`config.mk`:
```
export PLATFORM = sky130hd
export DESIGN_NAME = fir_mac_engine
export DESIGN_NICKNAME = d
export VERILOG_FILES = /design/src/rtl/fir_mac_engine.sv
export SDC_FILE = /design/constraint.sdc
export NUM_CORES = 1
export LEC_CHECK = 0
export BUFFER_PORTS_ARGS = -buffer_cell sky130_fd_sc_hd__buf_2
export CAP_MARGIN = 20
export CORE_MARGIN = 1
export CORE_UTILIZATION = 34
export CTS_BUF_LIST = sky130_fd_sc_hd__clkbuf_2 sky130_fd_sc_hd__clkbuf_4 sky130_fd_sc_hd__clkbuf_8
export CTS_CLUSTER_DIAMETER = 200
export CTS_CLUSTER_SIZE = 16
export DETAILED_ROUTE_END_ITERATION = 8
export PLACE_DENSITY = 0.49
export SYNTH_ARGS = -nofsm -noshare
export SYNTH_HDL_FRONTEND = slang
export SYNTH_SLANG_ARGS = --single-unit
```
`constraint.sdc`:
```
create_clock -name clk -period 3.2 [get_ports clk]
set_input_delay 0.16 -clock clk [delete_from_list [all_inputs] [get_ports clk]]
set_output_delay 0.16 -clock clk [all_outputs]
set_load 0.005 [all_outputs]
```
`src/rtl/fir_mac_engine.sv`:
```
// fir_mac_engine: pipelined signed multiply-accumulate engine for the FIR datapath.
// Each frame takes NTAPS (sample, coefficient) pairs over a valid/ready handshake.
// The products are summed at full precision. One result is held per frame until
// it is popped: the full sum, plus a rounded, shifted and optionally saturated copy.
//
// Ports:
//   clk, rst_n          clock (rising edge), asynchronous active-low reset
//   clear               synchronous frame abort; flushes the pipeline, the accumulator and the counters
//   in_valid/in_ready   input handshake for inputX (signed sample) and inputB (signed coefficient)
//   out_valid/out_ready output handshake
//   accOut              full-precision frame sum (signed, ACC_W bits)
//   sumOut              rounded/shifted/saturated frame sum (signed, OUT_W bits)
//   sat                 sumOut was clipped (meaningful while out_valid is high)
module fir_mac_engine #(
  parameter int DATA_W = 16,
  parameter int COEF_W = 16,
  parameter int ACC_W  = 39,
  parameter int NTAPS  = 16,
  parameter int OUT_W  = 16,
  parameter int SHIFT  = 15,
  parameter int SAT_EN = 1
) (
  input  logic              clk,
  input  logic              rst_n,
  input  logic              clear,
  input  logic              in_valid,
  output logic              in_ready,
  input  logic [DATA_W-1:0] inputX,
  input  logic [COEF_W-1:0] inputB,
  output logic              out_valid,
  input  logic              out_ready,
  output logic [ACC_W-1:0]  accOut,
  output logic [OUT_W-1:0]  sumOut,
  output logic              sat
);

  localparam int PROD_W = DATA_W + COEF_W;
  localparam int CNT_W  = $clog2(NTAPS + 1);
  localparam logic [CNT_W-1:0] NTAPS_C  = CNT_W'(NTAPS);
  localparam logic [CNT_W-1:0] LAST_TAP = CNT_W'(NTAPS - 1);
  localparam logic signed [ACC_W:0] RND =
    (SHIFT > 0) ? ((ACC_W+1)'(1) << ((SHIFT > 0) ? (SHIFT - 1) : 0)) : '0;
  localparam logic signed [ACC_W:0] SAT_MAX = {{(ACC_W+2-OUT_W){1'b0}}, {(OUT_W-1){1'b1}}};
  localparam logic signed [ACC_W:0] SAT_MIN = {{(ACC_W+2-OUT_W){1'b1}}, {(OUT_W-1){1'b0}}};

  if (NTAPS < 1) begin : g_bad_ntaps
    $error("fir_mac_engine: NTAPS must be >= 1");
  end
  if (ACC_W < DATA_W + COEF_W + $clog2(NTAPS)) begin : g_bad_acc_w
    $error("fir_mac_engine: ACC_W too narrow for DATA_W+COEF_W+clog2(NTAPS)");
  end
  if (OUT_W > ACC_W) begin : g_bad_out_w
    $error("fir_mac_engine: OUT_W must not exceed ACC_W");
  end
  if (SHIFT < 0 || SHIFT > ACC_W - 1) begin : g_bad_shift
    $error("fir_mac_engine: SHIFT out of range");
  end

  typedef enum logic [1:0] {ACCUM, DRAIN, HOLD} state_t;

  state_t                   state;
  logic [CNT_W-1:0]         accept_cnt;
  logic [CNT_W-1:0]         tap_cnt;
  logic signed [PROD_W-1:0] prod;
  logic                     prod_v;
  logic signed [ACC_W-1:0]  acc;
  logic signed [ACC_W-1:0]  acc_out;
  logic                     fin_v;
  logic [OUT_W-1:0]         sum_out;

  logic                     accept;
  logic                     last_add;
  logic signed [ACC_W-1:0]  prod_ext;
  logic signed [ACC_W:0]    rnd_sum;
  logic signed [ACC_W:0]    shifted;
  logic [OUT_W-1:0]         sum_n;
  logic                     sat_n;

  // rst_n gates in_ready so that no pair is offered as accepted while reset is held.
  assign in_ready = rst_n && (state == ACCUM) && (accept_cnt < NTAPS_C);
  assign accept   = in_valid && in_ready && !clear;
  assign last_add = prod_v && (tap_cnt == LAST_TAP);
  assign prod_ext = ACC_W'(prod);

  assign accOut = acc_out;
  assign sumOut = sum_out;

  always_comb begin
    rnd_sum = (ACC_W+1)'(acc_out) + RND;
    shifted = rnd_sum >>> SHIFT;
    sum_n   = shifted[OUT_W-1:0];
    sat_n   = 1'b0;
    if (SAT_EN != 0) begin
      if (shifted > SAT_MAX) begin
        sum_n = SAT_MAX[OUT_W-1:0];
        sat_n = 1'b1;
      end else if (shifted < SAT_MIN) begin
        sum_n = SAT_MIN[OUT_W-1:0];
        sat_n = 1'b1;
      end
    end
  end

  // Final add (fin_v) and rounding register are separate stages, so HOLD is
  // entered one edge after the last product lands in acc_out.
  always_ff @(posedge clk or negedge rst_n) begin
    if (!rst_n) begin
      state      <= ACCUM;
      accept_cnt <= '0;
      tap_cnt    <= '0;
      prod       <= '0;
      prod_v     <= 1'b0;
      acc        <= '0;
      acc_out    <= '0;
      fin_v      <= 1'b0;
      sum_out    <= '0;
      sat        <= 1'b0;
      out_valid  <= 1'b0;
    end else if (clear) begin
      state      <= ACCUM;
      accept_cnt <= '0;
      tap_cnt    <= '0;
      prod_v     <= 1'b0;
      acc        <= '0;
      fin_v      <= 1'b0;
      out_valid  <= 1'b0;
    end else begin
      prod_v <= accept;
      if (accept) begin
        prod       <= $signed(inputX) * $signed(inputB);
        accept_cnt <= accept_cnt + 1'b1;
      end

      if (prod_v) begin
        if (tap_cnt == LAST_TAP) begin
          acc_out <= acc + prod_ext;
          acc     <= '0;
          tap_cnt <= '0;
        end else begin
          acc     <= acc + prod_ext;
          tap_cnt <= tap_cnt + 1'b1;
        end
      end

      fin_v <= last_add;
      if (fin_v) begin
        sum_out <= sum_n;
        sat     <= sat_n;
      end

      case (state)
        ACCUM: if (accept && accept_cnt == LAST_TAP) state <= DRAIN;
        DRAIN: if (fin_v) begin
          state     <= HOLD;
          out_valid <= 1'b1;
        end
        HOLD: if (out_ready) begin
          state      <= ACCUM;
          out_valid  <= 1'b0;
          accept_cnt <= '0;
        end
        default: state <= ACCUM;
      endcase
    end
  end

endmodule

```
==> results_dict.tcl, run 1 <==
set metrics [dict create \
    finalSetupViolations 25 \
    cts-buffers-inserted 17 \
    grt_pass1_vias 14300 \
    initial_core_util 0.345 \
    max_freq_mhz 186 \
    cp_slowest_stage_delay_ns 0.54 \
    nFillCells 5049 \
    rr_worst_depth 12 \
    reg2reg_to "accOut[34]$_DFFE_PN0P_" \
    fin_ws_ns -2.17 \
    core_um2 51400 \
    hold_depth 2 \
    fin_crit_sh 1.68 \
    path_common_cell "fa_1" \
    wl_um 42800 \
    yosysSeqAreaShare 0.201 \
    drt_pass1_iterations 4 \
    start_kind "primary input" \
    root_buffer "clkbuf_8" \
    grt_first_pass_wirelength_um 72700 \
    synthAdderAreaFrac 0.385 \
    violations "setup timing" \
    synth_fp_nets 2306 \
    fp.dieW_um 230 \
    final_common_cell "inv_1" \
    dpl.hpwl_um 35500 \
    die_area_um2 53000 \
    dr_total_vias 13500 \
    final_layout_size_suffix_gt1_frac 0.278 \
    fin_skew_ns 0.0160 \
    io_pins 95 \
    syn_area_per_cell_um2 9.41 \
    outcome "finished with violations" \
    whs_ns 0.0537 \
    min_to "tap_cnt[1]$_DFFE_PN0P_" \
    ys_types 70 \
    synth_xor_area_frac 0.0450 \
    final_cell_mix "inv_1 (317), fa_1 (253), buf_4 (214), nand2_1 (199), dfrtp_1 (139)" \
    cp_max_fo 5 \
    slew_violations 0 \
    r2r_start "prod[1]$_DFFE_PN0P_" \
    drc 0 \
    vias_per_cell 4.70 \
    hold_viol_final 0 \
    dp_worst_setup_slack_ns -2.92 \
    syn-cell-area_um2 17700 \
    grt.overflow.total 0 \
    path_delay_family "adder cells" \
    rsz0062_at_grt "yes" \
    cts_max_level 4 \
    synthMuxAreaShare 0.0252 \
    critPathKind "in2reg" \
    min-delay-start "clear" \
    syn_inst 1882 \
    cts.path.max_buffers 2 \
    synthSimpleGateAreaFrac 0.139 \
    path_cells "buf_8 -> buf_6 -> and2_4 -> fa_1 -> inv_1 -> fa_1 -> fa_1 -> inv_1 -> fa_1 -> fa_1 -> inv_1 -> fa_1 -> inv_1 -> ha_4 -> nand2_4 -> a21oi_2 -> a221o_1 -> a2111o_1 -> a31oi_4 -> o21ai_2 -> a211oi_2 -> o21bai_1 -> a211o_1" \
    area_growth_pct 25.7 \
    drtIter0Drc 477 \
    synth_top_family_by_area "adder cells" \
    cp.arrival_ns 5.73 \
    cts.clk_slew.worst_paths_ns 0.09 \
    cts_sinks 142 \
    gp_congestion 0.876 \
    cp.required_ns 3.56 \
    clkLatencyLatePin_ns 0.48 \
    antenna_found_initial 0 \
    hold_class "in2reg" \
    slew_headroom 0.519 \
    synth_edf_count 0 \
    synthArstFlopShare 1.00 \
    place.port_buffers 94 \
    die_h_um 230 \
    worst_slew_pin_slew_ns 0.714 \
    synth-compound-area-share 0.118 \
    grt_max_degree 60 \
    synth_flop_cell "dfrtp_1" \
    endpoint_kind "register" \
    core.rowCount 83 \
    ys_ff_latch 142 \
    layout.nets 2603 \
    slowest_stage "fa_1" \
    min_period_ns 5.37 \
    cp.depth 23 \
    r2r_slack_ns 0.09 \
    cts_tree "yes" \
    antennaDiodeCount 0 \
    critPathBufInv 6 \
    ant_nets 0 \
    wl_per_cell_um 14.9 \
    max_cap_viol_count 0 \
    yosysWarnings 0 \
    grtUsageTotal 0.168 \
]
## worst register-to-register path, delay by kind of cell (launching register included)
kind / cells / cell delay [ns]
AO/OA/AOI/OAI: 8 / 1.63
XOR/XNOR: 1 / 0.10
flip-flops: 1 / 0.46
adder cells (fa/ha/maj): 1 / 0.40
multiplexers: 1 / 0.27
buffers and inverters: 1 / 0.16
## worst max-delay path by stage
stage | startpoint | to
after floorplan | inputB[6] | prod[29]$_DFFE_PN0P_
after global placement | inputB[5] | prod[29]$_DFFE_PN0P_
after detailed placement | inputX[3] | prod[29]$_DFFE_PN0P_
after CTS | inputB[5] | prod[29]$_DFFE_PN0P_
after global routing | inputB[2] | prod[31]$_DFFE_PN0P_
final | inputB[5] | prod[29]$_DFFE_PN0P_
## state kept, by name, indices dropped and copies added, names as in the netlist
name        cells
accOut         39
acc            39
prod           32
sumOut         16
accept_cnt      5
tap_cnt         5
state           2
fin_v           1
out_valid       1
prod_v          1
sat             1
## cells in the mapped netlist (5+ instances only)
library cell | number | area [um^2]
a211oi_1 | 6 | 45.0
a21o_1 | 36 | 270
a21oi_1 | 65 | 325
a22o_1 | 36 | 315
a31oi_1 | 5 | 31.3
and2_1 | 125 | 782
and3_1 | 5 | 31.3
clkbuf_1 | 58 | 218
dfrtp_1 | 142 | 3550
fa_1 | 263 | 5270
ha_1 | 124 | 1550
inv_1 | 350 | 1310
mux2_2 | 37 | 417
nand2_1 | 212 | 796
nand2b_1 | 13 | 81.3
nand3_1 | 20 | 100
nand4_1 | 14 | 87.6
nor2_1 | 80 | 300
nor2b_1 | 9 | 56.3
nor3_1 | 14 | 70.1
nor4_1 | 5 | 31.3
o211ai_1 | 8 | 60.1
o21a_1 | 8 | 60.1
o21ai_0 | 54 | 270
o21ai_1 | 6 | 30.0
o21bai_1 | 10 | 75.1
o22a_1 | 16 | 140
xnor2_1 | 54 | 473
xor2_1 | 37 | 324
## final cells by class
type,count,area (um^2),area share
Sequential cell,142,3560,0.160
Clock inverter,15,139,0.00624
Multi-Input combinational cell,1328,13600,0.611
Tap cell,680,851,0.0382
Inverter,350,1320,0.0591
Timing Repair Buffer,340,2570,0.115
Clock buffer,17,234,0.0105
## per-stage QoR
step	std cells	area [um^2]	TNS [ns]	utilization
2_1_floorplan	1882	18300	-44.90	-
3_3_place_gp	2811	20800	-58.64	0.405
3_5_place_dp	2811	20800	-59.92	0.405
4_1_cts	2860	21800	-40.82	0.423
5_1_grt	2872	22300	-45.91	0.433
6_report	2872	22300	-41.50	0.433
## logic make-up after synthesis
logic type      count (synthesis)
compound gates                295
xor+xnor                       91
fa+ha+maj                     387
buf+inv                       412
flops                         142
mux                            40
simple gates                  515
## repair_timing
| item | in CTS | in global routing |
|---|---|---|
| hold buffers | 3 | 0 |
| hold endpoints to repair | 43 | 0 |
| pin swaps | 77 | 89 |
| resized for setup | 105 | 99 |
| setup endpoints to repair | 35 | 62 |
| buffers inserted | 17 | 16 |
## per-layer routing
metal | global-route usage | routed length, um
met1 | 0.236 | 21500
met2 | 0.279 | 19800
met3 | 0.0150 | 887
met4 | 0.0408 | 495
met5 | 0 | 0
Power of run 1 is left out: the tool's default activity adds up to more than one toggle a clock period on the data nets, which glitch-free logic cannot reach.
==> run 2, diff against run 1 <==
--- a/config.mk
+++ b/config.mk
@@ -8,12 +8,14 @@
 export BUFFER_PORTS_ARGS = -buffer_cell sky130_fd_sc_hd__buf_2
 export CAP_MARGIN = 20
 export CORE_MARGIN = 1
-export CORE_UTILIZATION = 34
+export CORE_UTILIZATION = 35
 export CTS_BUF_LIST = sky130_fd_sc_hd__clkbuf_2 sky130_fd_sc_hd__clkbuf_4 sky130_fd_sc_hd__clkbuf_8
 export CTS_CLUSTER_DIAMETER = 200
 export CTS_CLUSTER_SIZE = 16
 export DETAILED_ROUTE_END_ITERATION = 8
-export PLACE_DENSITY = 0.49
+export MAX_ROUTING_LAYER = met4
+export PLACE_DENSITY = 0.51
+export REMOVE_ABC_BUFFERS = 1
 export SYNTH_ARGS = -nofsm -noshare
 export SYNTH_HDL_FRONTEND = slang
 export SYNTH_SLANG_ARGS = --single-unit
==> results_dict.tcl, run 2 (synthesis results as in run 1) <==
set metrics [dict create \
    min_to "accept_cnt[1]$_DFF_PN0_" \
    endpoint_kind "register" \
    dpl.hpwl_um 36600 \
    finalSetupViolations 26 \
    cts-buffers-inserted 17 \
    fin_util 0.448 \
    grt.overflow.total 0 \
    fin_skew_ns 0.0194 \
    drc 0 \
    area_growth_pct 26.5 \
    path_common_cell "fa_1" \
    cts.clk_slew.worst_paths_ns 0.09 \
    fp.dieW_um 227 \
    initial_core_util 0.354 \
    start_kind "primary input" \
    path_delay_family "adder cells" \
    nFillCells 4980 \
    rsz0062_at_grt "yes" \
    clkLatencyLatePin_ns 0.46 \
    final_common_cell "inv_1" \
    place.port_buffers 94 \
    outcome "finished with violations" \
    fin_ws_ns -2.18 \
    max_cap_viol_count 0 \
    critPathKind "in2reg" \
    hold_depth 4 \
    ant_nets 0 \
    antenna_found_initial 0 \
    wl_um 44200 \
    gp_congestion 0.836 \
    grt_first_pass_wirelength_um 73100 \
    core.rowCount 82 \
    cp.required_ns 3.60 \
    drt_pass1_iterations 5 \
    io_pins 95 \
    placed_area_um2 20500 \
    core_um2 50100 \
    root_buffer "clkbuf_8" \
    vias_per_cell 4.70 \
    reg2reg_to "accOut[35]$_DFFE_PN0P_" \
    cts_max_level 4 \
    layout.nets 2610 \
    slowest_stage "fa_1" \
    slew_headroom 0.510 \
    drtIter0Drc 532 \
    min_period_ns 5.38 \
    grtUsageTotal 0.183 \
    final_cell_mix "inv_1 (320), fa_1 (251), buf_4 (217), nand2_1 (206), dfrtp_1 (140)" \
    finalInstanceArea_um2 22400 \
    hold_viol_final 0 \
    slew_violations 0 \
    die_area_um2 51500 \
    grt_max_degree 61 \
    grt_pass1_vias 14400 \
    critPathBufInv 6 \
    fin_crit_sh 1.68 \
    cts.path.max_buffers 2 \
    r2r_start "acc[8]$_DFFE_PN0P_" \
    r2r_slack_ns 0.09 \
    cp_max_fo 4 \
    violations "setup timing" \
    path_cells "buf_8 -> and2_4 -> fa_1 -> inv_1 -> fa_1 -> fa_1 -> inv_1 -> fa_1 -> fa_1 -> inv_2 -> fa_1 -> inv_2 -> ha_4 -> nand2_4 -> a21oi_2 -> a221o_1 -> a2111o_1 -> a31oi_4 -> o21ai_2 -> a211oi_2 -> buf_4 -> o2111a_1 -> a211o_1" \
    worst_slew_pin_slew_ns 0.736 \
    cp.arrival_ns 5.78 \
    cts_tree "yes" \
    cts_sinks 142 \
    min-delay-start "in_valid" \
    final_layout_size_suffix_gt1_frac 0.276 \
    cp_slowest_stage_delay_ns 0.54 \
    wl_per_cell_um 15.4 \
    rr_worst_depth 13 \
    max_freq_mhz 186 \
    hold_class "in2reg" \
    dr_total_vias 13500 \
    die_h_um 227 \
    antennaDiodeCount 0 \
]
-- run 2: changes by cell type in the layout (fill, tap and decap cells not counted), moves of 3 or more --
cell     change
buf_2        -4
buf_4        +3
buf_6        +3
buf_8        +6
ha_4         -3
inv_1        +3
nand2_1      +7
nand2_2      -4
nand2_4      -3
-- run 2: cell type report --
class | count | area, um^2 | share of cell area
clock buffers | 18 | 241 | 0.0108
clock inverters | 14 | 154 | 0.00687
inverters | 350 | 1310 | 0.0586
multi-input cells | 1328 | 13600 | 0.606
flip-flops and latches | 142 | 3560 | 0.159
well taps | 672 | 841 | 0.0375
repair buffers | 347 | 2730 | 0.122
-- run 2: worst max path at each step --
stage,start,slack [ns],cells past startpoint,endpoint
floorplan,inputX[5],-2.61,21,prod[29]$_DFFE_PN0P_
detailed placement,inputB[6],-3.07,25,prod[28]$_DFFE_PN0P_
CTS,inputX[7],-2.15,26,prod[29]$_DFFE_PN0P_
finish,inputX[6],-2.18,23,prod[29]$_DFFE_PN0P_
global route,inputX[6],-2.35,25,prod[29]$_DFFE_PN0P_
global placement,inputB[6],-2.99,23,prod[27]$_DFFE_PN0P_
-- run 2: per-layer routing --
metal / wire length, um / share of wire / vias up / GRT usage
li1: - / - / 6586 / -
met1: 21500 / 0.49 / 6656 / 0.246
met2: 20700 / 0.47 / 219 / 0.299
met3: 1410 / 0.032 / 42 / 0.0182
met4: 614 / 0.014 / 0 / 0.0390
met5: 0 / 0 / - / -
-- run 2: tightest hold or removal path: stages --
cell and delay, ns:
buf_2 0.10, nand2_1 0.05, nor3_1 0.04, nor3_1 0.12
-- run 2: through the flow --
stage                     cells  setup WS, ns  setup TNS, ns  hold WS, ns
final                      2871         -2.18         -41.77       0.0627
after global routing       2871         -2.35         -45.36       0.0437
after CTS                  2864         -2.15         -41.62       0.0277
after detailed placement   2809         -3.07         -63.81        0.337
after global placement     2808         -2.99         -62.94        0.344
after floorplan            1820         -2.61         -81.77       -0.136
-- run 2: what timing repair did --
| action | CTS | global route |
|---|---|---|
| resized for setup | 227 | 83 |
| buffers inserted | 22 | 10 |
| hold endpoints to repair | 94 | 0 |
| hold buffers | 2 | 0 |
| cloned | 2 | 0 |
| pin swaps | 138 | 70 |
| endpoints found under the setup margin | 35 | 53 |
Power of run 2 is left out for the same reason.
